[config.mk]
export PLATFORM = sky130hd
export DESIGN_NAME = read_fetch
export DESIGN_NICKNAME = d
export VERILOG_FILES = /design/src/rtl/read_fetch.sv
export SDC_FILE = /design/constraint.sdc
export NUM_CORES = 1
export LEC_CHECK = 0
export ABC_AREA = 1
export BUFFER_PORTS_ARGS = -buffer_cell sky130_fd_sc_hd__buf_4
export CAP_MARGIN = 20
export CORE_AREA = 4 4 268 270
export CTS_BUF_LIST = sky130_fd_sc_hd__clkbuf_16
export CTS_CLUSTER_SIZE = 25
export DETAILED_ROUTE_END_ITERATION = 16
export DIE_AREA = 0 0 272 274
export PLACE_DENSITY_LB_ADDON = 0.12
export SLEW_MARGIN = 0
export SYNTH_ARGS = -nofsm -noshare
export SYNTH_HDL_FRONTEND = slang
export SYNTH_SLANG_ARGS = --single-unit
[constraint.sdc]
create_clock -name clk -period 5.07 [get_ports clk]
set_clock_uncertainty 0.2 [all_clocks]
set_input_delay 0.507 -clock clk [delete_from_list [all_inputs] [get_ports clk]]
set_output_delay 0.507 -clock clk [all_outputs]
set_load 0.02 [all_outputs]
[src/rtl/read_fetch.sv]
// -----------------------------------------------------------------------------
// read_fetch
//
// Purpose:
//   Read-side fetch engine. Pops 32-bit keys from the key request FIFO, turns
//   each key into a DDR byte address, launches one burst read per key and
//   forwards the returned 256-bit entry to the compute read FIFO. The number
//   of keys fetched but not yet retired (proc_key_release) is capped at
//   MAX_INFLIGHT. Only one DDR fetch is outstanding at any time.
//
// Optional feature (macro FETCH_KEY_CHECK_EN):
//   When defined, the low 32 bits of each returned entry are compared with the
//   requested key. A difference sets bit 256 of the pushed word and bumps the
//   saturating mismatch_count. When undefined, bit 256 is 0, mismatch_count
//   is 0 and no compare logic exists.
//
// Parameters:
//   DDR_BASE             byte base address of the entry table
//   DEFAULT_READ_LENGTH  bytes per fetch
//   MAX_INFLIGHT         max keys fetched and not yet released (1..255)
//
// Ports:
//   clk                        clock, rising edge
//   reset                      synchronous reset, active low
//   key_fifo_q/_empty/_rdreq   key request FIFO (1-cycle read latency)
//   rd_control_*               burst read master control port
//   rd_user_*                  burst read master show-ahead data buffer
//   compute_read_fifo_*        output FIFO, word = {mismatch_flag, entry}
//   log_2_num_workers_in       key right-shift applied before address scaling
//   proc_key_release           one-cycle pulse: one key retired downstream
//   inflight_count             keys currently in flight
//   mismatch_count             entries whose key field differed from the key
// -----------------------------------------------------------------------------
module read_fetch #(
    parameter logic [31:0] DDR_BASE            = 32'd0,
    parameter int unsigned DEFAULT_READ_LENGTH = 32,
    parameter int unsigned MAX_INFLIGHT        = 8
) (
    input  logic         clk,
    input  logic         reset,
    input  logic [31:0]  key_fifo_q,
    input  logic         key_fifo_empty,
    output logic         key_fifo_rdreq,
    output logic         rd_control_fixed_location,
    output logic [30:0]  rd_control_read_base,
    output logic [30:0]  rd_control_read_length,
    output logic         rd_control_go,
    input  logic         rd_control_done,
    output logic         rd_user_read_buffer,
    input  logic [255:0] rd_user_buffer_data,
    input  logic         rd_user_data_available,
    output logic [256:0] compute_read_fifo_data,
    output logic         compute_read_fifo_wrreq,
    input  logic         compute_read_fifo_full,
    input  logic [31:0]  log_2_num_workers_in,
    input  logic         proc_key_release,
    output logic [7:0]   inflight_count,
    output logic [31:0]  mismatch_count
);

    localparam logic [7:0]  MAX_INFLIGHT_L = 8'(MAX_INFLIGHT);
    localparam logic [30:0] READ_LENGTH_L  = 31'(DEFAULT_READ_LENGTH);

    typedef enum logic [2:0] {
        S_IDLE,
        S_READ_KEY,
        S_LATCH,
        S_ISSUE,
        S_WAIT_DATA,
        S_PUSH,
        S_WAIT_DONE
    } state_t;

    state_t         state_q, state_d;
    logic [31:0]    key_q, key_d;
    logic           rdreq_q, rdreq_d;
    logic [30:0]    base_q, base_d;
    logic [30:0]    length_q, length_d;
    logic           go_q, go_d;
    logic           rdbuf_q, rdbuf_d;
    logic [256:0]   data_q, data_d;
    logic           wrreq_q, wrreq_d;
    logic [7:0]     inflight_q, inflight_d;

    // Only the bits that survive the 31-bit address truncation are kept:
    // (key >> n) << 5 contributes key bits [25:0] of the shifted value.
    logic [25:0]    shifted_key;
    logic [30:0]    fetch_addr;
    logic           inflight_inc;
    logic           inflight_dec;

    assign shifted_key = 26'(key_q >> log_2_num_workers_in);
    assign fetch_addr  = DDR_BASE[30:0] + {shifted_key, 5'b0};

`ifdef FETCH_KEY_CHECK_EN
    logic [31:0]    mismatch_q, mismatch_d;
    logic           key_mismatch;

    assign key_mismatch = (rd_user_buffer_data[31:0] != key_q);
`endif

    // A pop raises the count in the cycle rdreq is high; a release lowers it.
    // Both together cancel. A release at zero has nothing to retire.
    assign inflight_inc = rdreq_q;
    assign inflight_dec = proc_key_release && (inflight_q != 8'd0);

    always_comb begin
        state_d    = state_q;
        key_d      = key_q;
        rdreq_d    = 1'b0;
        base_d     = base_q;
        length_d   = length_q;
        go_d       = 1'b0;
        rdbuf_d    = 1'b0;
        data_d     = data_q;
        wrreq_d    = 1'b0;
        inflight_d = inflight_q;
`ifdef FETCH_KEY_CHECK_EN
        mismatch_d = mismatch_q;
`endif

        if (inflight_inc && !inflight_dec) begin
            inflight_d = inflight_q + 8'd1;
        end else if (!inflight_inc && inflight_dec) begin
            inflight_d = inflight_q - 8'd1;
        end

        case (state_q)
            S_IDLE: begin
                if (!key_fifo_empty && (inflight_q < MAX_INFLIGHT_L)) begin
                    rdreq_d = 1'b1;
                    state_d = S_READ_KEY;
                end
            end
            S_READ_KEY: begin
                // key_fifo_q becomes valid one cycle after the pop
                state_d = S_LATCH;
            end
            S_LATCH: begin
                key_d   = key_fifo_q;
                state_d = S_ISSUE;
            end
            S_ISSUE: begin
                base_d   = fetch_addr;
                length_d = READ_LENGTH_L;
                go_d     = 1'b1;
                state_d  = S_WAIT_DATA;
            end
            S_WAIT_DATA: begin
                if (rd_user_data_available) begin
`ifdef FETCH_KEY_CHECK_EN
                    data_d = {key_mismatch, rd_user_buffer_data};
                    if (key_mismatch && (mismatch_q != 32'hFFFF_FFFF)) begin
                        mismatch_d = mismatch_q + 32'd1;
                    end
`else
                    data_d = {1'b0, rd_user_buffer_data};
`endif
                    rdbuf_d = 1'b1;
                    state_d = S_PUSH;
                end
            end
            S_PUSH: begin
                // data_q is held untouched while the output FIFO is full
                if (!compute_read_fifo_full) begin
                    wrreq_d = 1'b1;
                    state_d = S_WAIT_DONE;
                end
            end
            S_WAIT_DONE: begin
                if (rd_control_done) begin
                    state_d = S_IDLE;
                end
            end
            default: begin
                state_d = S_IDLE;
            end
        endcase
    end

    always_ff @(posedge clk) begin
        if (!reset) begin
            state_q    <= S_IDLE;
            key_q      <= '0;
            rdreq_q    <= 1'b0;
            base_q     <= '0;
            length_q   <= '0;
            go_q       <= 1'b0;
            rdbuf_q    <= 1'b0;
            data_q     <= '0;
            wrreq_q    <= 1'b0;
            inflight_q <= '0;
`ifdef FETCH_KEY_CHECK_EN
            mismatch_q <= '0;
`endif
        end else begin
            state_q    <= state_d;
            key_q      <= key_d;
            rdreq_q    <= rdreq_d;
            base_q     <= base_d;
            length_q   <= length_d;
            go_q       <= go_d;
            rdbuf_q    <= rdbuf_d;
            data_q     <= data_d;
            wrreq_q    <= wrreq_d;
            inflight_q <= inflight_d;
`ifdef FETCH_KEY_CHECK_EN
            mismatch_q <= mismatch_d;
`endif
        end
    end

    assign key_fifo_rdreq            = rdreq_q;
    assign rd_control_fixed_location = 1'b0;
    assign rd_control_read_base      = base_q;
    assign rd_control_read_length    = length_q;
    assign rd_control_go             = go_q;
    assign rd_user_read_buffer       = rdbuf_q;
    assign compute_read_fifo_data    = data_q;
    assign compute_read_fifo_wrreq   = wrreq_q;
    assign inflight_count            = inflight_q;
`ifdef FETCH_KEY_CHECK_EN
    assign mismatch_count            = mismatch_q;
`else
    assign mismatch_count            = 32'd0;
`endif

endmodule

After elaboration in Yosys (flattened, before gate mapping):

Index checks and enable logic that the tools add are counted.

* bits in registers: 330
* bits of input ports: 327

* equal/unequal tests: 10
* add/subtract/negate cells: 2
* reductions and logical operators: 15
* multiplexer cells: 11
* shift-type cells: 1
* $lt $le $gt $ge: 1

Operators with widths (count)
* 32-bit by 32-bit >> shifter with 26-bit output: 1
* 3-bit case mux with 7 select lines: 1
* 8-bit 2-to-1 mux: 2
* 3-bit 2-to-1 mux: 4
* 3-bit == test (second input constant): 3
* 8-bit by 1-bit adder with 8-bit output (second input constant): 1
* 8-bit by 4-bit less-than comparator with 1-bit output (second input constant): 1
* 2-bit != test (second input constant): 4
* 2-bit AND reduction: 4
* 8-bit nonzero test: 1
* 8-bit by 1-bit subtractor with 8-bit output (second input constant): 1
* 3-bit by 2-bit == test with 1-bit output (second input constant): 2
* 1-bit logical AND: 4
* 1-bit 2-to-1 mux: 4
* 4-bit AND reduction: 1
* 3-bit by 1-bit == test with 1-bit output (second input constant): 1
* 1-bit zero test: 3
* 3-bit zero test: 1
* 2-bit nonzero test: 1

Longest topological paths before layout:

* depth after elaboration: 5
* gate-level depth with buffers: 17
* depth with buffers taken out: 17

Least setup slack after synthesis:

No wires, ideal clock.

* path type: register to register
* start: register inflight_q[4], in the netlist inflight_count[4]
* end: register inflight_q[6], in the netlist inflight_count[6]
* arrival: 2.580 ns
* slack: 2.174 ns
* cell stages (with the launch flop): 16
* period minus slack after synthesis: 2.896 ns
* path buffers: 0
* setup time: 0.115 ns
* path through: dfxtp_1 > nor4_1 > nand2_1 > o41ai_1 > ha_1 > inv_1 > fa_1 > nand2_1 > nand2_1 > a21oi_1 > nor2_1 > o21ai_0 > nand2_1 > xor2_1 > o21ai_0 > inv_1

* word-level cells in the longest chain between the ends: 5
* elaborated cells on any way between the ends: 10

RTL lines
* start: declaration: line 83 `logic [7:0] inflight_q, inflight_d;`
* start signal: assignment: line 206 `inflight_q <= inflight_d;`
* branches (longest 5 deep; another with 8-bit by 1-bit subtractor with 8-bit output)

Parallel ways; which one is timed is not known. The select of a mux whose other input is x is not followed.
A chain may end at the register's enable or synchronous reset.

Worst setup path in the final report:

Same ends and word-level chain as after synthesis.

==> summary.txt <==
GRT Util Overall - 17.25%
# setup viols final - 0
Placed Cells - 3444
Least-Margin Pin Slew - 1257 ps
FMAX - 307.5 MHz
GRT overflow - 0
Post-Layout Cell Count - 3732
CTS sink count - 330
Warnings, synthesis - 0
largest net degree at the start of global routing - 272
Crit path arrival time - 3500 ps
number of synthesized register bits - 330
most frequent cells in the layout - buf_4 (624), inv_1 (330), dfxtp_1 (330), a21oi_1 (318), o21ai_0 (309)
vias per std cell - 4.232
vias in the first global route - 15694
outcome - completed
min-delay worst type - in2reg
Buffers on Ports - 621
Wirelength per Cell - 18.27 um
die area - 74530 um2
nets@finish - 3096
maxcap violations - 0
final setup TNS - 0 ps
DP HPWL - 50.95 mm
library cells used by synthesis - 27
synthesized area - 14450 um2
Mapped Cells - 2018
Root Driver - clkbuf_16
Core ar. - 69540 um2
Slew HR - 16.17%
via count - 15792
Peak supply drop - 0.2123 mV
critical path's largest stage delay - 440 ps
Tot Pwr - 6.961 mW
CP cell instances - nor4_1 -> nand2_1 -> o41ai_1 -> ha_1 -> inv_1 -> fa_1 -> nand2_1 -> nand2_1 -> a21oi_1 -> nor2_1 -> o21ai_0 -> nand2_1 -> xor2_1 -> o21ai_0 -> inv_1
latest clock arrival within the worst-skew pair - 560 ps
Routed WL - 68.17 mm
Reg clk slew, reported paths - 50 ps
DRC violations left - 0
Power Dens Cells - 301.1 nW/um2
Tcrit/Tclk final - 64.14%
Max Slew Vio Count - 0
leakage - 9.930 nW
H-tree Lvls - 2
row cnt - 97
Req. time, crit path - 5320 ps
most used cell, CP - nand2_1
RSZ-0062 raised after global routing - false
commonest non-fill, non-tap cell in the layout - buf_4
Initial DRC Count - 871
critical path startpoint category - register
Die H - 274 um
CTS tree - built
Layout area overhead - 59.98%
DRT Pass-1 Iters - 5
Seq/Total Area, Yosys - 45.72%
first-pass GRT wire length - 99.39 mm
GPL Wtd Cong - 0.8697
endpoints failing hold - 0
initial antenna violation count - 3
io pins - 691
TritonCTS buffer count - 44
crit end category - register
Slowest cell on crit path - fa_1
Die X - 272 um
minimum clock period - 3252 ps
layout cells sized above 1 - 24.98%
Post-Syn Area per Cell - 7.161 um2
initial core utilization - 20.78%
Final ANT Viol Nets - 0
CP max FO - 7
Crit Path Class - reg2reg
Filler cells - 7454
clk buf depth - 3
-- Yosys cell counts --
cell / number / share of area, %
a21boi_0: 1 / 0.052
a21oi_1: 318 / 11
buf_1: 8 / 0.21
buf_2: 6 / 0.21
buf_4: 72 / 3.7
buf_6: 1 / 0.078
clkbuf_1: 125 / 3.2
clkinv_1: 3 / 0.078
conb_1: 1 / 0.026
dfxtp_1: 330 / 46
fa_1: 1 / 0.14
ha_1: 7 / 0.61
inv_1: 321 / 8.3
nand2_1: 244 / 6.3
nand3_1: 186 / 6.4
nand4_1: 22 / 0.95
nor2_1: 44 / 1.1
nor2_2: 2 / 0.087
nor2_4: 1 / 0.078
nor3_1: 3 / 0.10
nor4_1: 3 / 0.13
o21ai_0: 309 / 11
o21ai_1: 1 / 0.035
o21bai_1: 1 / 0.052
o41ai_1: 1 / 0.061
xnor2_1: 2 / 0.12
xor2_1: 5 / 0.30
-- final cells by class --
cell class	instances	area, um2	share of cell area (%)
timing repair buffer	841	6929	29.97
sequential	330	6606	28.58
multi-input combinational	1220	5819	25.17
inverter	324	1216	5.261
tap	940	1176	5.088
clock buffer	44	1101	4.763
clock inverter	31	264.0	1.142
antenna	2	5.005	0.02165
-- flip-flops by register name, summed over array words and instances (netlist names) --
register	cells
rd_control_read_base	26
compute_read_fifo_wrreq	1
inflight_count	8
rd_control_read_length	1
key_q	32
compute_read_fifo_data	256
state_q	3
rd_control_go	1
key_fifo_rdreq	1
rd_user_read_buffer	1
-- final timing paths --
path                                                 start                    endpoint  slack, ps  depth (start not counted)
worst max-delay path                     inflight_count[4]           inflight_count[6]       1820                         15
worst min register to register  compute_read_fifo_data[64]  compute_read_fifo_data[64]        240                          2
worst min-delay path               rd_user_buffer_data[94]  compute_read_fifo_data[94]         40                          3
worst max register to register           inflight_count[4]           inflight_count[6]       1820                         15
-- per-stage QoR --
step / cell area [um2] / util, % / setup slack [ps] / hold slack [ps]
2_1_floorplan: 14710 / - / 2174 / 223.5
3_3_place_gp: 19570 / 28.15 / 1399 / 233.3
3_5_place_dp: 19610 / 28.20 / 1314 / 236.8
4_1_cts: 23070 / 33.17 / 1785 / 0.2740
5_1_grt: 23110 / 33.24 / 1475 / 12.03
6_report: 23120 / 33.24 / 1818 / 38.22
-- per-layer routing --
layer | vias up | GRT usage [%] | routed length, um
met2 | 505 | 30.34 | 34050
met3 | 98 | 6.012 | 5827
li1 | 7888 | - | -
met5 | - | 0 | 7
met1 | 7299 | 19.78 | 26430
met4 | 2 | 5.064 | 1846
-- power by group --
part / total, mW / switching [mW] / internal [mW] / leakage (nW)
logic: 1.18 / 0.640 / 0.540 / 6.57
clock network: 2.99 / 1.26 / 1.73 / 0.699
registers: 2.79 / 0.103 / 2.69 / 2.66
-- kinds of logic (layout without fill, tap and decap cells) --
logic type	Yosys count	after routing	share of synthesized area, %
xor+xnor	7	7	0.4243
fa+ha+maj	8	8	0.7446
compound gates	631	631	21.92
buf+inv	536	1240	15.90
simple gates	505	505	15.27
flops	330	330	45.72
other cells	1	71	0.02595
-- timing repair --
action,4_1_cts,5_1_grt
hold endpoints to repair,209,0
setup endpoints to repair,0,0
gates resized for setup,0,0
hold buffers,209,0
setup buffers,0,0
-- worst max-delay path: cells and delay by family, from the launching register on --
kind,cells,cell delay (ps)
xor+xnor,1,140
simple gates,6,750
flops,1,350
buf+inv,2,230
fa+ha+maj,2,700
compound gates,4,780
(Power assumes the default switching activity.)
